===== src/rtl/frm_pkg.sv =====
// Shared frame-reply types: sequencer state encoding, word geometry, word-count clamp.
// Combinational only; no latency, no backpressure.
package frm_pkg;

    localparam int WORD_BITS = 16;
    localparam int BIT_CNT_W = $clog2(WORD_BITS);
    localparam int WORDS_W   = 6;

    typedef logic [WORD_BITS-1:0] word_t;

    typedef enum logic [2:0] {
        ST_IDLE     = 3'd0,
        ST_FETCH    = 3'd1,
        ST_PREAMBLE = 3'd2,
        ST_DATA     = 3'd3,
        ST_TAIL     = 3'd4,
        ST_DONE     = 3'd5
    } rpy_state_t;

    function automatic logic [WORDS_W-1:0] clamp_words(input logic [WORDS_W-1:0] words,
                                                       input logic [WORDS_W-1:0] max_words);
        return (words > max_words) ? max_words : words;
    endfunction

endpackage


===== src/rtl/reply_sequencer_if.sv =====
// Request, reply-memory, frame-generator and reply-stream signals of the reply sequencer.
// Wiring only; the master modport is the surrounding system, the slave modport is the sequencer.
interface reply_sequencer_if #(
    parameter int ADDR_W = 6
) ();
    import frm_pkg::*;

    logic                rpy_req;
    logic                rpy_crc;
    logic [ADDR_W-1:0]   rpy_base;
    logic [WORDS_W-1:0]  rpy_words;

    logic                mem_rd;
    logic [ADDR_W-1:0]   mem_addr;
    word_t               mem_rdata;

    logic                pre_p_complete;
    logic                p_complete;
    logic                fg_complete;

    logic                reply_data;
    logic                reply_complete;
    logic                en_crc16_for_rpy;
    logic                crc_en;
    logic                busy;
    logic                done;

    modport master (
        output rpy_req, rpy_crc, rpy_base, rpy_words, mem_rdata,
               pre_p_complete, p_complete, fg_complete,
        input  mem_rd, mem_addr, reply_data, reply_complete,
               en_crc16_for_rpy, crc_en, busy, done
    );

    modport slave (
        input  rpy_req, rpy_crc, rpy_base, rpy_words, mem_rdata,
               pre_p_complete, p_complete, fg_complete,
        output mem_rd, mem_addr, reply_data, reply_complete,
               en_crc16_for_rpy, crc_en, busy, done
    );

endinterface


===== src/rtl/reply_shifter.sv =====
// 16-bit load/shift register presenting its MSB, with a count of bits shifted since the last load.
// Load/shift take effect on the next clk_frm edge; load wins over shift; no backpressure.
module reply_shifter
    import frm_pkg::*;
(
    input  logic                 clk_frm,
    input  logic                 rst_for_new_package,
    input  logic                 load_en,
    input  logic                 shift_en,
    input  word_t                load_dat,
    output logic                 msb,
    output logic [BIT_CNT_W-1:0] bit_cnt
);

    word_t sr_q;

    always_ff @(posedge clk_frm or negedge rst_for_new_package) begin
        if (!rst_for_new_package) begin
            sr_q    <= '0;
            bit_cnt <= '0;
        end else if (load_en) begin
            sr_q    <= load_dat;
            bit_cnt <= '0;
        end else if (shift_en) begin
            sr_q    <= {sr_q[WORD_BITS-2:0], 1'b0};
            bit_cnt <= bit_cnt + BIT_CNT_W'(1);
        end
    end

    assign msb = sr_q[WORD_BITS-1];

endmodule


===== src/rtl/reply_sequencer.sv =====
// Fetches reply words from memory and serialises them MSB-first into the frame generator.
// First bit on the first p_complete cycle, one bit per clk_frm; no backpressure, pacing comes from p_complete/fg_complete.
module reply_sequencer
    import frm_pkg::*;
#(
    parameter int ADDR_W    = 6,
    parameter int MAX_WORDS = 32
) (
    input  logic             clk_frm,
    input  logic             rst_for_new_package,
    reply_sequencer_if.slave bus
);

    localparam logic [WORDS_W-1:0]   MAX_WORDS_V = WORDS_W'(MAX_WORDS);
    localparam logic [BIT_CNT_W-1:0] BIT_LAST    = BIT_CNT_W'(WORD_BITS - 1);
    localparam logic [BIT_CNT_W-1:0] BIT_PREF    = BIT_CNT_W'(WORD_BITS - 2);

    rpy_state_t           state_q, state_d;
    logic                 fetch_ph_q;
    logic [ADDR_W-1:0]    addr_q;
    logic [WORDS_W-1:0]   words_rem_q;
    logic                 crc_q, zero_q, rc_q;

    logic [BIT_CNT_W-1:0] bit_cnt;
    logic                 sr_msb;

    logic accept, present, last_bit, more_words, prefetch;
    logic load_first, load_next, proto_err, zero_done, set_rc, mem_rd_c;

    assign accept     = (state_q == ST_IDLE) && bus.rpy_req;
    assign present    = ((state_q == ST_PREAMBLE) && bus.p_complete) || (state_q == ST_DATA);
    assign more_words = words_rem_q > WORDS_W'(1);
    assign last_bit   = present && (bit_cnt == BIT_LAST);
    // Next word is read two bits early so it lands exactly as the current word's last bit leaves.
    assign prefetch   = present && (bit_cnt == BIT_PREF) && more_words;
    assign load_first = (state_q == ST_FETCH) && fetch_ph_q;
    assign load_next  = last_bit && more_words;
    assign proto_err  = (state_q == ST_FETCH) && bus.p_complete;
    assign zero_done  = (state_q == ST_TAIL) && zero_q && bus.p_complete;
    assign set_rc     = (last_bit && !more_words) || proto_err || zero_done ||
                        ((state_q == ST_TAIL) && zero_q && bus.pre_p_complete);

    always_ff @(posedge clk_frm or negedge rst_for_new_package) begin
        if (!rst_for_new_package) begin
            state_q <= ST_IDLE;
        end else begin
            state_q <= state_d;
        end
    end

    always_comb begin
        state_d = state_q;
        case (state_q)
            ST_IDLE:     if (bus.rpy_req) state_d = (bus.rpy_words == '0) ? ST_TAIL : ST_FETCH;
            ST_FETCH: begin
                if (bus.p_complete)  state_d = ST_TAIL;
                else if (fetch_ph_q) state_d = ST_PREAMBLE;
            end
            ST_PREAMBLE: if (bus.p_complete) state_d = ST_DATA;
            ST_DATA:     if (last_bit && !more_words) state_d = ST_TAIL;
            ST_TAIL:     if (bus.fg_complete) state_d = ST_DONE;
            ST_DONE:     state_d = ST_IDLE;
            default:     state_d = ST_IDLE;
        endcase
    end

    always_comb begin
        mem_rd_c             = ((state_q == ST_FETCH) && !fetch_ph_q) || prefetch;
        bus.mem_rd           = mem_rd_c;
        bus.mem_addr         = addr_q;
        bus.reply_data       = ((state_q == ST_PREAMBLE) || (state_q == ST_DATA)) ? sr_msb : 1'b0;
        bus.crc_en           = present;
        bus.reply_complete   = rc_q || zero_done;
        bus.en_crc16_for_rpy = crc_q;
        bus.busy             = (state_q != ST_IDLE);
        bus.done             = (state_q == ST_DONE);
    end

    always_ff @(posedge clk_frm or negedge rst_for_new_package) begin
        if (!rst_for_new_package) begin
            fetch_ph_q  <= 1'b0;
            addr_q      <= '0;
            words_rem_q <= '0;
            crc_q       <= 1'b0;
            zero_q      <= 1'b0;
            rc_q        <= 1'b0;
        end else begin
            // FETCH spends one cycle issuing the read and one cycle loading the returned word.
            fetch_ph_q <= (state_q == ST_FETCH) && !fetch_ph_q;
            if (accept) begin
                addr_q      <= bus.rpy_base;
                words_rem_q <= clamp_words(bus.rpy_words, MAX_WORDS_V);
                crc_q       <= bus.rpy_crc;
                zero_q      <= (bus.rpy_words == '0);
            end else begin
                if (mem_rd_c)  addr_q      <= addr_q + ADDR_W'(1);
                if (load_next) words_rem_q <= words_rem_q - WORDS_W'(1);
            end
            if (set_rc) rc_q <= 1'b1;
        end
    end

    reply_shifter u_shifter (
        .clk_frm             (clk_frm),
        .rst_for_new_package (rst_for_new_package),
        .load_en             (load_first || load_next),
        .shift_en            (present && !load_next),
        .load_dat            (bus.mem_rdata),
        .msb                 (sr_msb),
        .bit_cnt             (bit_cnt)
    );

endmodule


===== src/flat_wrapper.sv =====
// flat-port wrapper written by rule: the top's interface ports become plain ports
module reply_sequencer_flat import frm_pkg::*;
#(
    parameter int ADDR_W    = 6,
    parameter int MAX_WORDS = 32
)
  (clk_frm, rst_for_new_package, bus_rpy_req, bus_rpy_crc, bus_rpy_base, bus_rpy_words, bus_mem_rdata, bus_pre_p_complete, bus_p_complete, bus_fg_complete, bus_mem_rd, bus_mem_addr, bus_reply_data, bus_reply_complete, bus_en_crc16_for_rpy, bus_crc_en, bus_busy, bus_done);
  reply_sequencer_if #(.ADDR_W(ADDR_W)) bus_i ();
  input  logic clk_frm;
  input  logic rst_for_new_package;
  input wire logic [$bits(bus_i.rpy_req)-1:0] bus_rpy_req;
  input wire logic [$bits(bus_i.rpy_crc)-1:0] bus_rpy_crc;
  input wire logic [$bits(bus_i.rpy_base)-1:0] bus_rpy_base;
  input wire logic [$bits(bus_i.rpy_words)-1:0] bus_rpy_words;
  input wire logic [$bits(bus_i.mem_rdata)-1:0] bus_mem_rdata;
  input wire logic [$bits(bus_i.pre_p_complete)-1:0] bus_pre_p_complete;
  input wire logic [$bits(bus_i.p_complete)-1:0] bus_p_complete;
  input wire logic [$bits(bus_i.fg_complete)-1:0] bus_fg_complete;
  output wire logic [$bits(bus_i.mem_rd)-1:0] bus_mem_rd;
  output wire logic [$bits(bus_i.mem_addr)-1:0] bus_mem_addr;
  output wire logic [$bits(bus_i.reply_data)-1:0] bus_reply_data;
  output wire logic [$bits(bus_i.reply_complete)-1:0] bus_reply_complete;
  output wire logic [$bits(bus_i.en_crc16_for_rpy)-1:0] bus_en_crc16_for_rpy;
  output wire logic [$bits(bus_i.crc_en)-1:0] bus_crc_en;
  output wire logic [$bits(bus_i.busy)-1:0] bus_busy;
  output wire logic [$bits(bus_i.done)-1:0] bus_done;
  assign bus_i.rpy_req = bus_rpy_req;
  assign bus_i.rpy_crc = bus_rpy_crc;
  assign bus_i.rpy_base = bus_rpy_base;
  assign bus_i.rpy_words = bus_rpy_words;
  assign bus_i.mem_rdata = bus_mem_rdata;
  assign bus_i.pre_p_complete = bus_pre_p_complete;
  assign bus_i.p_complete = bus_p_complete;
  assign bus_i.fg_complete = bus_fg_complete;
  assign bus_mem_rd = bus_i.mem_rd;
  assign bus_mem_addr = bus_i.mem_addr;
  assign bus_reply_data = bus_i.reply_data;
  assign bus_reply_complete = bus_i.reply_complete;
  assign bus_en_crc16_for_rpy = bus_i.en_crc16_for_rpy;
  assign bus_crc_en = bus_i.crc_en;
  assign bus_busy = bus_i.busy;
  assign bus_done = bus_i.done;
  reply_sequencer #(.ADDR_W(ADDR_W), .MAX_WORDS(MAX_WORDS)) u_core (.clk_frm(clk_frm), .rst_for_new_package(rst_for_new_package), .bus(bus_i));
endmodule

===== config.mk =====
export PLATFORM = sky130hd
export DESIGN_NAME = reply_sequencer_flat
export DESIGN_NICKNAME = d
export VERILOG_FILES = /design/src/rtl/frm_pkg.sv /design/src/rtl/reply_sequencer_if.sv /design/src/rtl/reply_shifter.sv /design/src/rtl/reply_sequencer.sv /design/src/flat_wrapper.sv
export SDC_FILE = /design/constraint.sdc
export NUM_CORES = 1
export LEC_CHECK = 0
export CELL_PAD_IN_SITES_DETAIL_PLACEMENT = 2
export CELL_PAD_IN_SITES_GLOBAL_PLACEMENT = 2
export CORE_ASPECT_RATIO = 0.6
export CORE_MARGIN = 4
export CORE_UTILIZATION = 32
export CTS_CLUSTER_DIAMETER = 80
export CTS_CLUSTER_SIZE = 12
export DETAILED_ROUTE_END_ITERATION = 12
export HOLD_SLACK_MARGIN = 0.15
export PLACE_DENSITY = 0.94
export SLEW_MARGIN = 30
export SYNTH_ARGS = -nofsm -noshare
export SYNTH_HDL_FRONTEND = slang
export SYNTH_SLANG_ARGS = --single-unit

===== constraint.sdc =====
create_clock -name clk_frm -period 3 [get_ports clk_frm]
set_input_delay 0.45 -clock clk_frm [delete_from_list [all_inputs] [get_ports clk_frm]]
set_output_delay 0.45 -clock clk_frm [all_outputs]
set_load 0.02 [all_outputs]

==> impl_metrics.yaml <==
run_status:
  status: "complete, no violations"
sta:
  hold_violations: 0
  whs_ns: 0.126
  rsz0062_at_grt: "false"
  setup_violations: 0
  finalCritPeriodShare_pct: 92.1
  max-slew-margin-rel_pct: 55.2
  drv_slew: 0
  fin_tns_setup_ns: 0
  fmax_mhz: 362
  period_minus_slack_ns: 2.76
  clock_skew_ns: 0.00457
  worst_pin_slew_ns: 0.670
setup_path:
  slowest_delay_ns: 0.64
  r2r-end: "u_core.u_shifter.sr_q[0]"
  path_cells: "nor2b_1, o21ai_1, inv_1, a41o_1, clkdlybuf4s50_1"
  required_ns: 2.55
  rrSetupSlack_ns: 0.60
  path_max_fanout: 12
  worstSetupPathType: "flop to output pin"
  critPathArrivalTime_ns: 2.31
  cp_top_family: "buffers and inverters"
  end_kind: "output pin"
  start_kind: "flop"
  cp_num_buf_inv: 2
  timing.rr.start: "u_core.words_rem_q[2]"
  r2r.worst_path.cells: 6
  crit_slowest_cell: "clkdlybuf4s50_1"
cts:
  tritoncts: "built"
  clock-sinks: 39
  cts_root_buf: "clkbuf_8"
  numCtsBuffers: 5
  clockBufferDepth: 2
  postCtsSetupBuffers: 0
  cts_max_level: 2
  clk_pin_slew_ns: 0.08
  clock_latency_ns: 0.30
  hold_buffers: 0
  cts-resized-gates: 0
global_route:
  use_met3_pct: 4.27
  grt_pass1_vias: 2315
  antenna_found_initial: 0
  gr-usage-all-layers_pct: 19.3
  grt_max_degree: 40
  gr-usage-met2_pct: 31.2
  top_usage_layer: "met2"
  grt_pass1_wl_um: 12400
  grt-ovfl-total: 0
  use_met1_pct: 26.4
cells_and_area:
  most-common-layout-cells: "clkdlybuf4s50_1, dfrtp_1, nor2_1, a21oi_1, nand2_1"
  design_area_sq_um: 2790
  areaGrowthSynthToFinish_pct: 31.9
  n_fill_cell: 676
  num_antenna_cells: 0
  final_common_cell: "clkdlybuf4s50_1"
  layout.nets: 321
  layout-drive-gt1-share_pct: 6.38
logic_synthesis:
  synth-seq-cells: 39
  synth_edf_count: 0
  synth_area_sq_um: 2110
  avgSynthCellArea_sq_um: 8.96
  yosysUniqueCellTypes: 49
  yosysSeqAreaShare_pct: 46.2
  synth_nets: 276
  synth_cells: 236
  ys_warn_count: 0
  synthFlopType: "dfrtp_1"
  postSynth.asyncResetShare_pct: 100
drt:
  routed_wl_um: 7340
  wire_per_inst_um: 20.1
  final_antenna_net_count: 0
  drt_iter0_markers: 82
  drc: 0
  vias: 2062
  viasPerCell: 5.63
  firstDrtPassIters: 4
floorplanning:
  start_util_pct: 33.8
  die_area_sq_um: 8020
  ios: 48
  fp-row-count: 22
  die_x_um: 113
  core_area_sq_um: 6250
  die_y_um: 71.0
power:
  peakVddDrop_v: 0.000371
  powerDensity_nw_per_um2: 1030
  p_leak_nw: 1.14
flow_run:
  drv_cap: 0
placed_design:
  placed_area_sq_um: 2650
  hpwl_um: 5220
  place_congestion: 0.833
  numPortBuffers: 47
worst_hold_path:
  hp-class: "input port to async pin"
per-stage QoR:
stage	power (mW)	setup slack [ns]	utilization, %	std cells
finish	2.88	0.236	44.6	366
global route	3.10	0.118	44.6	366
CTS	2.89	0.139	44.6	366
detailed placement	2.32	0.448	42.5	358
global placement	2.21	0.451	42.5	358
floorplan	1.81	1.06	-	236
area by class of cell:
cell class	count	area [sq um]	share of cell area, %
clock inverter	2	60.1	2.15
timing repair buffer	52	505	18.1
tap	84	105	3.77
inverter	10	37.5	1.35
sequential	39	977	35.0
clock buffer	6	72.6	2.60
multi-input combinational	173	1030	37.0
worst max path at each step:
stage                           from                     end  slack (ns)  cells after the start
2_1_floorplan  u_core.words_rem_q[0]  u_core.bus.mem_addr[5]        1.06                      6
3_3_place_gp          bus_p_complete              bus_mem_rd        0.45                      5
3_5_place_dp          bus_p_complete              bus_mem_rd        0.45                      5
4_1_cts            u_core.state_q[1]              bus_mem_rd        0.14                      5
5_1_grt            u_core.state_q[2]              bus_mem_rd        0.12                      5
6_report           u_core.state_q[2]              bus_mem_rd        0.24                      5
metal layers:
layer | vias to the layer above | share of wire, %
met4 | 0 | 0.79
met1 | 1055 | 50
li1 | 956 | -
met5 | - | 0
met3 | 7 | 3.7
met2 | 44 | 46
cell usage after synthesis (all sizes together), types with 6 or more instances:
cell type | instances | share of area (%)
dfrtp | 39 | 46
nor2 | 29 | 5.1
a21oi | 23 | 5.4
nand2 | 18 | 3.2
o22ai | 15 | 4.4
o21ai | 14 | 3.3
inv | 10 | 1.8
nand3 | 9 | 2.1
buf | 8 | 2.2
clkbuf | 6 | 1.1
sequential cells by signal, summed over array words and instances (netlist names):
signal	cells
u_core.words_rem_q	6
u_core.zero_q	1
u_core.state_q	3
u_core.bus.en_crc16_for_rpy	1
u_core.bus.mem_addr	6
u_core.u_shifter.sr_q	16
u_core.fetch_ph_q	1
u_core.u_shifter.bit_cnt	4
u_core.rc_q	1
cell families after synthesis:
family / Yosys count / share of synthesized area (%)
buffers and inverters: 24 / 5.09
adders and majority gates: 5 / 2.96
and+or+nand+nor: 87 / 20.8
muxes: 2 / 0.947
xor gates and xnor gates: 4 / 1.66
DFF: 39 / 46.2
AOI/OAI and AO/OA: 75 / 22.4
power breakdown:
group          internal, mW  switching, mW
combinational         0.575          0.734
sequential            0.760          0.283
clock                 0.333          0.195
Power figures use the tool's default switching activity.
